[src/rtl/cpu_types_pkg.sv]
`default_nettype none
// cpu_types_pkg: shared word/field types and the ID/EX latch layout.
// Revision: 1.0

package cpu_types_pkg;

    localparam int WORD_W = 32;

    typedef logic [WORD_W-1:0] word_t;
    typedef logic [5:0]        opcode_t;
    typedef logic [5:0]        funct_t;
    typedef logic [4:0]        regbits_t;
    typedef logic [3:0]        aluop_t;

    typedef struct packed {
        logic   regW;
        logic   memR;
        logic   memW;
        logic   alusrc;
        aluop_t aluop;
        logic   halt;
        logic   uses_rt;
    } idex_ctrl_t;

    typedef struct packed {
        logic        valid;
        opcode_t     op;
        funct_t      funct;
        regbits_t    rs;
        regbits_t    rt;
        regbits_t    rd;
        logic [15:0] imm;
        logic [4:0]  shamt;
        word_t       rdat1;
        word_t       rdat2;
        word_t       npc;
        idex_ctrl_t  ctrl;
    } idex_t;

    // All-zero latch decodes as an SLL nop with no side effects.
    localparam idex_t IDEX_BUBBLE = '0;

    typedef enum logic [0:0] {
        RUN    = 1'b0,
        HALTED = 1'b1
    } idex_state_t;

endpackage

`default_nettype wire

[src/rtl/load_use_detect.sv]
`default_nettype none
// load_use_detect: flags a decode instruction that reads the register a load in EX is writing.
// Revision: 1.0

module load_use_detect
    import cpu_types_pkg::*;
(
    input  logic     ex_valid_i,
    input  logic     ex_memR_i,
    input  logic     ex_regW_i,
    input  regbits_t ex_rt_i,
    input  logic     id_valid_i,
    input  regbits_t id_rs_i,
    input  regbits_t id_rt_i,
    input  logic     id_uses_rt_i,
    output logic     hazard_o
);
    logic w_ex_load;
    logic w_dep;

    // $0 is hardwired, so a load targeting it never produces a value to wait for.
    assign w_ex_load = ex_valid_i & ex_memR_i & ex_regW_i & (ex_rt_i != '0);
    assign w_dep     = (id_rs_i == ex_rt_i) | (id_uses_rt_i & (id_rt_i == ex_rt_i));
    assign hazard_o  = w_ex_load & id_valid_i & w_dep;
endmodule

`default_nettype wire

[src/rtl/idex_stage.sv]
`default_nettype none
// idex_stage: ID/EX pipeline latch with load-use bubble insertion, flush and halt freeze.
// Revision: 1.0

module idex_stage
    import cpu_types_pkg::*;
(
    input  logic        CLK,
    input  logic        nRST,
    input  logic        ihit,
    input  logic        mem_stall,
    input  logic        flush,
    input  logic        id_valid,
    input  opcode_t     id_op,
    input  funct_t      id_funct,
    input  regbits_t    id_rs,
    input  regbits_t    id_rt,
    input  regbits_t    id_rd,
    input  logic [15:0] id_imm,
    input  logic [4:0]  id_shamt,
    input  word_t       id_rdat1,
    input  word_t       id_rdat2,
    input  word_t       id_npc,
    input  idex_ctrl_t  id_ctrl,
    output logic        idex_valid,
    output opcode_t     idex_op,
    output funct_t      idex_funct,
    output regbits_t    idex_rs,
    output regbits_t    idex_rt,
    output regbits_t    idex_rd,
    output logic [15:0] idex_imm,
    output logic [4:0]  idex_shamt,
    output word_t       idex_rdat1,
    output word_t       idex_rdat2,
    output word_t       idex_npc,
    output idex_ctrl_t  idex_ctrl,
    output logic        lu_stall,
    output logic        halted
);
    idex_t       latch_q, latch_d;
    idex_state_t state_q, state_d;
    logic        advance;
    logic        lu_hit;

    load_use_detect u_load_use (
        .ex_valid_i   (latch_q.valid),
        .ex_memR_i    (latch_q.ctrl.memR),
        .ex_regW_i    (latch_q.ctrl.regW),
        .ex_rt_i      (latch_q.rt),
        .id_valid_i   (id_valid),
        .id_rs_i      (id_rs),
        .id_rt_i      (id_rt),
        .id_uses_rt_i (id_ctrl.uses_rt),
        .hazard_o     (lu_hit)
    );

    assign advance  = ihit & ~mem_stall;
    assign lu_stall = lu_hit & ~flush & (state_q == RUN);

    always_comb begin
        latch_d = latch_q;
        state_d = state_q;
        if (mem_stall) begin
            latch_d = latch_q;
        end else if (flush) begin
            // The branch is older than any halt behind it, so a flush also releases HALTED.
            latch_d = IDEX_BUBBLE;
            state_d = RUN;
        end else if (state_q == HALTED) begin
            latch_d = latch_q;
        end else if (advance && lu_stall) begin
            latch_d = IDEX_BUBBLE;
        end else if (advance) begin
            latch_d.valid = id_valid;
            latch_d.op    = id_op;
            latch_d.funct = id_funct;
            latch_d.rs    = id_rs;
            latch_d.rt    = id_rt;
            latch_d.rd    = id_rd;
            latch_d.imm   = id_imm;
            latch_d.shamt = id_shamt;
            latch_d.rdat1 = id_rdat1;
            latch_d.rdat2 = id_rdat2;
            latch_d.npc   = id_npc;
            latch_d.ctrl  = id_ctrl;
            if (id_valid && id_ctrl.halt) begin
                state_d = HALTED;
            end
        end
    end

    always_ff @(posedge CLK or negedge nRST) begin
        if (!nRST) begin
            latch_q <= IDEX_BUBBLE;
            state_q <= RUN;
        end else begin
            latch_q <= latch_d;
            state_q <= state_d;
        end
    end

    assign idex_valid = latch_q.valid;
    assign idex_op    = latch_q.op;
    assign idex_funct = latch_q.funct;
    assign idex_rs    = latch_q.rs;
    assign idex_rt    = latch_q.rt;
    assign idex_rd    = latch_q.rd;
    assign idex_imm   = latch_q.imm;
    assign idex_shamt = latch_q.shamt;
    assign idex_rdat1 = latch_q.rdat1;
    assign idex_rdat2 = latch_q.rdat2;
    assign idex_npc   = latch_q.npc;
    assign idex_ctrl  = latch_q.ctrl;
    assign halted     = (state_q == HALTED);
endmodule

`default_nettype wire
[config.mk]
export PLATFORM = sky130hd
export DESIGN_NAME = idex_stage
export DESIGN_NICKNAME = d
export VERILOG_FILES = /design/src/rtl/cpu_types_pkg.sv /design/src/rtl/load_use_detect.sv /design/src/rtl/idex_stage.sv
export SDC_FILE = /design/constraint.sdc
export NUM_CORES = 1
export LEC_CHECK = 0
export CAP_MARGIN = 30
export CORE_UTILIZATION = 46
export DETAILED_ROUTE_END_ITERATION = 7
export PLACE_DENSITY = 0.86
export SLEW_MARGIN = 20
export SYNTH_ARGS = -nofsm -noshare
export SYNTH_HDL_FRONTEND = slang
export SYNTH_SLANG_ARGS = --single-unit
[constraint.sdc]
create_clock -name CLK -period 3.3 [get_ports CLK]
set_input_delay 0.66 -clock CLK [delete_from_list [all_inputs] [get_ports CLK]]
set_output_delay 0.66 -clock CLK [all_outputs]
set_load 0.05 [all_outputs]
# --- Yosys cells after proc, flatten, opt, wreduce, memory -nomap -nowiden ---
# Index checks and enable logic that the tools add are counted.
totals:
  ff_bits: 156
  out_inout_bits: 157
  wordCells: 49
  inputBits: 160
op_classes:
  muxes: 9
  n_bitwise: 13
  eq_ne: 3
  reduce_logical: 5
op_table:
  columns: ["operator", "count"]
  rows:
  - ["$mux W155", 4]
  - ["$eq A5 B5 Y1", 2]
  - ["$and A1 B1 Y1", 9]
  - ["$mux W1", 5]
  - ["$reduce_bool A5 Y1", 1]
  - ["$not A1 Y1", 3]
  - ["$reduce_and A3 Y1", 1]
  - ["$reduce_bool A3 Y1", 1]
  - ["$logic_and A1 B1 Y1", 2]
  - ["$ne A2 B2 Y1 const B", 1]
  - ["$or A1 B1 Y1", 1]

# --- Longest topological paths before layout ---
# Gate-level depths: netlist (run 1).
logic_depth:
  ltp_word: 11
  mapped_depth: 6
  ltp_nobuf: 4

# --- Modules after synthesis ---
# From an unflattened synthesis (run 1), not the netlist that was laid out.
hier_totals:
  hier_cells: 576
  area_unflattened_um2: 7268.2
by_module_without_submodules:
  columns: ["mod", "cells_each", "area_per_inst_um2", "instances", "seq_area_each_um2"]
  rows:
  - ["idex_stage", 558, 7129.3, 1, 3903.7]
  - ["load_use_detect", 18, 138.9, 1, 0.0]

# --- Worst setup path before layout (run 1) ---
# No wires, ideal clock.
synth_timing:
  kind: "register to output"
  from: "reg latch_q (netlist bit idex_valid)"
  to: "out lu_stall"
  stages_incl_launch_ff: 5
  required_ns: 2.640
  path_buffers: 1
  t_arrival_ns: 1.874
  path_slack_ns: 0.766
  cell_sequence: "dfrtp_1 -> and4_1 -> o211ai_2 -> buf_2 -> nor2_1"
synth_between:
  elab_chain_cells: 7
synth_rtl:
  columns: ["element", "line_no", "rtl"]
  rows:
  - ["from (decl)", "idex_stage.sv:40", "idex_t latch_q, latch_d;"]
  - ["from (signal assigned)", "idex_stage.sv:97", "latch_q <= latch_d;"]
  - ["$and A1 B1 Y1 (3 in a row)", "load_use_detect.sv:22", "assign w_ex_load = ex_valid_i & ex_memR_i & ex_regW_i & (ex_rt_i != '0);"]
  - ["$and A1 B1 Y1 (2 in a row)", "load_use_detect.sv:24", "assign hazard_o = w_ex_load & id_valid_i & w_dep;"]
  - ["$and A1 B1 Y1 (2 in a row)", "idex_stage.sv:58", "assign lu_stall = lu_hit & ~flush & (state_q == RUN);"]
  - ["to (decl)", "idex_stage.sv:37", "output logic lu_stall,"]
# Every way passes these cells.

# --- Worst setup path after layout (run 1) ---
layout_timing:
  from: "in id_rs[2]"
  to: "out lu_stall"
layout_between:
  elab_chain_cells: 5
layout_rtl:
  columns: ["element", "line_no", "rtl"]
  rows:
  - ["from (decl)", "idex_stage.sv:16", "input regbits_t id_rs,"]
  - ["$eq A5 B5 Y1", "load_use_detect.sv:23", "assign w_dep = (id_rs_i == ex_rt_i) | (id_uses_rt_i & (id_rt_i == ex_rt_i));"]
  - ["$or A1 B1 Y1", "load_use_detect.sv:23", null]
  - ["$and A1 B1 Y1", "load_use_detect.sv:24", null]
  - ["$and A1 B1 Y1 (2 in a row)", "idex_stage.sv:58", null]
# Every way passes these cells.

==> flow_summary.toml, run 1 <==
[die]
initial_core_util = 0.476
io_pins = 317
dieArea_sq_um = 16300
die_h_um = 128
coreArea_sq_um = 15300
chipWidth_um = 128
num_rows = 45

[cts]
cts_buffers = 17
h-tree-depth = 4
insertion_delay_ns = 0.41
cts_sinks = 156
clk_pin_slew_ns = 0.06
cts_tree = "built"
ctsLongestPathBuffers = 2
cts.repair.resized = 0
root_buffer = "clkbuf_16"
cts-hold-fix-buffers = 0
post_cts_buffers = 0

[setup_path]
slowest_stage = "clkdlybuf4s50_1"
cp.depth = 6
critPathMaxStageDelay_ns = 0.56
r2r_cells = 5
crit_chain = "clkdlybuf4s50_1, xnor2_1, nand3_1, o22a_1, nor2_1, buf_12"
required_ns = 2.64
crit_path_max_fanout = 3
r2r_setup_slack_ns = 0.87
endpoint_kind = "output port"
r2r-start = "idex_rt[0]"
start_kind = "primary input"
crit_buf_inv = 2
worstPathArrival_ns = 2.19
worstReg2RegEnd = "idex_rs[4]"
crit_type = "primary input to output port"
crit_family = "buffers and inverters"

[finish]
drive_gt1_frac = 0.0484
antenna_cells = 0
fin_util = 0.730
fin_nets = 1159
area_growth_pct = 53.4
nFillCells = 1110
seq_area_sq_um = 3900
multi_input_area_sq_um = 2980

[global_route]
gr-usage-met3 = 0.0993
grt.overflow.total = 0
grt_util_met2 = 0.451
grt_use_total = 0.279
grt_pass1_vias = 6987
grt_max_degree = 157
grtUsageMet1 = 0.342
busiest_layer = "met2"
antenna_found_initial = 0
grt_pass1_wl_um = 36000

[logic_synthesis]
syn_area_per_cell_sq_um = 9.89
yosysWarningCount = 0
synth_cell_types = 26
synth_edf_count = 0
synth_most_common_cell = "nand2_1"
synth_flop_cell = "dfrtp_1"
synth_top_area_cell = "dfrtp_1"
synth_top_area_frac = 0.536
syn_inst = 737
yosys_register_bits = 156
synthTopCellsByCount = "nand2_1, dfrtp_1, a32oi_1"
ys_top_cells_by_area = "dfrtp_1, a32oi_1, nand2_1"
ys_seq_area_frac = 0.536
netlist_area_sq_um = 7290
synthArstFlopShare = 1.00
syn_nets = 897

[timing]
tns_ns = 0
finClkSkew_ns = 0.00790
tightest_slew_ns = 0.738
rsz0062_at_grt = "false"
final.period_utilization = 0.864
setup_viol = 0
hold_viol = 0
hold_slack_ns = 0.153
fmax_mhz = 351
drv_slew = 0
post-route-min-period_ns = 2.85
layout_setup_ws_ns = 0.449
slew_headroom = 0.508

[routing]
drcViolationCount = 0
drt-initial-drc-count = 567
dr.pass1.iters = 5
ant_nets = 0
drt_wl_total_um = 23000
vias = 7246
via_per_inst = 5.92
wl_per_cell_um = 18.8

[place]
port_buffers = 316
place_hpwl_um = 14800
pre_cts_slack_ns = 0.488
gp_congestion = 0.774

[power_and_ir_drop]
powerDensity_nw_per_um2 = 614
p_leak_nw = 4.22
p_total_mw = 6.86
vdd_drop_max_mv = 0.364

[status]
outcome = "complete, no violations"

[hold_path]
hp-class = "primary input to asynchronous set/reset pin"

[flow_run]
cap_violations = 0
-- cell type report --
type,count,share of cell area
well taps,211,0.0236
clock inverters,11,0.0150
flip-flops and latches,156,0.349
multi-input cells,494,0.267
repair buffers,330,0.306
clock buffers,21,0.0394
-- placed cells by master (no fill, tap or decap) --
cell type,count
clkinvlp_4,2
nand2_1,158
o22ai_4,1
xnor2_1,10
buf_6,1
nand4_1,1
clkinv_4,1
nand2b_1,1
o21ai_1,37
nor4b_4,1
nand3_1,1
nor2b_1,1
o21ai_0,118
dfrtp_1,156
nor4b_1,1
a22oi_1,1
clkbuf_16,17
clkdlybuf4s50_1,314
a21bo_2,1
o22a_1,1
buf_12,11
a32oi_1,155
clkbuf_1,4
clkinv_2,3
inv_6,1
o211ai_4,1
bufinv_16,4
nor2_1,2
and4_1,1
buf_4,3
or4_1,1
buf_16,1
o21bai_4,1
-- how the worst max path moves through the flow --
stage	slack, ns	endpoint	from
global route	0.35	lu_stall	id_rs[2]
CTS	0.44	lu_stall	id_rs[2]
detailed placement	0.49	lu_stall	id_rs[2]
global placement	0.51	lu_stall	id_rt[0]
finish	0.45	lu_stall	id_rs[2]
floorplan	0.77	lu_stall	idex_valid
-- where the power goes --
group          internal (mW)  switching [mW]
clock                   1.27           0.761
sequential              2.20           0.185
combinational          0.868            1.58
total                   4.33            2.53
-- sequential cells by signal (all words and copies together) (netlist names) --
signal and count:
idex_npc 32, idex_rdat1 32, idex_rdat2 32, idex_imm 16, idex_ctrl 10, idex_funct 6
idex_op 6, idex_rd 5, idex_rs 5, idex_rt 5, idex_shamt 5, halted 1
idex_valid 1
-- cells by family after synthesis --
group	synth area share
AOI/OAI and AO/OA	0.300
xor gates and xnor gates	0.0120
buffers and inverters	0.0611
DFF	0.536
and+or+nand+nor	0.0912
-- per-layer routing --
layer	wire (um)	share of wire
met5	0	0
met3	2240	0.097
met2	11000	0.48
met1	9120	0.40
met4	630	0.027
-- worst register-to-register path: stages (launching register included) --
cell and delay [ns]:
dfrtp_1 0.46, or4_1 0.62, o211ai_4 0.23, buf_12 0.56, a32oi_1 0.29, o21ai_1 0.18
-- metrics by stage --
| step | cell area, sq um | cells |
|---|---|---|
| 5_1_grt | 11200 | 1223 |
| 3_3_place_gp | 10500 | 1190 |
| 4_1_cts | 11200 | 1223 |
| 6_report | 11200 | 1223 |
| 2_1_floorplan | 7290 | 737 |
| 3_5_place_dp | 10600 | 1191 |
Power figures use the tool's default switching activity.
==> run 2: changes to the inputs <==
--- a/config.mk
+++ b/config.mk
@@ -6,6 +6,7 @@
 export NUM_CORES = 1
 export LEC_CHECK = 0
 export CAP_MARGIN = 30
+export CORE_MARGIN = 2
 export CORE_UTILIZATION = 46
 export DETAILED_ROUTE_END_ITERATION = 7
 export PLACE_DENSITY = 0.86
==> run 2 against run 1 <==
Effect of this change:
- cell count increased by 0.16%
- via count fell by 1.9%
- die area up 3.2%
- register-to-register slack gained 0.02 ns
- hold slack better by 0.071 ns
- critical path type unchanged
- largest cell class unchanged
- largest power group unchanged
==> flow_summary.toml, run 2 (synthesis results as in run 1) <==
[global_route]
grt_pass1_vias = 6663
antenna_found_initial = 0
grt_max_degree = 157
grt.overflow.total = 0
grt_use_total = 0.268
grt_pass1_wl_um = 35700

[timing]
tns_ns = 0
setup_viol = 0
post-route-min-period_ns = 2.89
tightest_slew_ns = 0.739
fmax_mhz = 346
final.period_utilization = 0.876
rsz0062_at_grt = "false"
layout_setup_ws_ns = 0.410
finClkSkew_ns = 0.00870
drv_slew = 0
slew_headroom = 0.507
hold_slack_ns = 0.224
hold_viol = 0

[finish]
area_growth_pct = 52.5
final_cell_mix = "clkdlybuf4s50_1, nand2_1, dfrtp_1"
drive_gt1_frac = 0.0476
antenna_cells = 0
fin_nets = 1158
final_common_cell = "clkdlybuf4s50_1"
fin_util = 0.710

[die]
io_pins = 317
initial_core_util = 0.465
num_rows = 46
die_h_um = 130
coreArea_sq_um = 15700
chipWidth_um = 130
dieArea_sq_um = 16900

[cts]
cts-hold-fix-buffers = 0
cts_buffers = 17
insertion_delay_ns = 0.42
ctsLongestPathBuffers = 2
root_buffer = "clkbuf_16"
cts_sinks = 156
post_cts_buffers = 0
h-tree-depth = 4
cts_tree = "built"
cts.repair.resized = 0
clk_pin_slew_ns = 0.06

[power_and_ir_drop]
power.internal_mw = 4.31
p_leak_nw = 4.19
combPwrFrac = 0.356
switchingPower_mw = 2.54
seq_power_share = 0.348
vdd_drop_max_mv = 0.358
powerDensity_nw_per_um2 = 617
clkPwrFrac = 0.296
p_total_mw = 6.85
switching_share = 0.370

[flow_run]
cap_violations = 0

[routing]
via_per_inst = 5.80
drt_wl_total_um = 23600
drcViolationCount = 0
drt-initial-drc-count = 653
ant_nets = 0
wl_per_cell_um = 19.2
dr.pass1.iters = 5
vias = 7110

[place]
pre_cts_slack_ns = 0.401
place_hpwl_um = 14900
gp_congestion = 0.814
port_buffers = 316

[setup_path]
crit_path_max_fanout = 3
endpoint_kind = "output port"
crit_type = "primary input to output port"
start_kind = "primary input"
required_ns = 2.64
r2r_cells = 5
worstPathArrival_ns = 2.23

[status]
outcome = "complete, no violations"

[hold_path]
hp-class = "primary input to asynchronous set/reset pin"
run 2: cell count changes in the layout (fill, tap and decap cells not counted):
| cell | delta |
|---|---|
| clkinvlp_4 | -1 |
| clkbuf_1 | -2 |
| buf_4 | +3 |
| buf_12 | -3 |
| clkinv_4 | +1 |
| buf_16 | -1 |
run 2: power groups by stage:
stage                     registers (mW)  clock network, mW  logic (mW)
after global placement              2.40                  0        2.41
final                               2.38               2.03        2.44
after floorplan                     3.39                  0       0.438
after detailed placement            2.40                  0        2.45
after global routing                2.41               2.15        2.56
after CTS                           2.38               2.06        2.45
run 2: cell type report:
class,instances,area [sq um]
Clock buffer,19,433
Multi-Input combinational cell,494,2980
Tap cell,216,270
Fill cell,1185,4540
Clock inverter,11,169
Sequential cell,156,3900
Timing Repair Buffer,329,3360
run 2: metal layers:
layer  vias to the layer above  share of wire  track usage
met5                         -              0            0
met2                       296           0.48        0.418
li1                       3321              -            -
met1                      3449           0.40        0.347
met3                        44          0.091       0.0955
met4                         0          0.028       0.0974
run 2: critical path: stages:
cell and delay (ns):
clkdlybuf4s50_1 0.54, xnor2_1 0.16, nand3_1 0.21, o22a_1 0.29, nor2_1 0.20, buf_12 0.17
run 2: final timing paths:
| path | slack, ns | startpoint | end |
|---|---|---|---|
| worst min-delay path | 0.22 | nRST | idex_npc[10] |
| max in group asynchronous | 2.30 | nRST | idex_npc[8] |
| worst max-delay path | 0.41 | id_rs[4] | lu_stall |
| worst max register to register | 0.89 | idex_rt[2] | idex_rdat2[5] |
| min in group CLK | 0.49 | idex_rd[2] | idex_rd[2] |
| worst min register to register | 0.49 | idex_rd[2] | idex_rd[2] |
run 2: stage by stage:
step / area [sq um] / instances
finish: 11100 / 1225
global placement: 10500 / 1195
global route: 11100 / 1225
floorplan: 7290 / 737
CTS: 11100 / 1225
detailed placement: 10500 / 1195
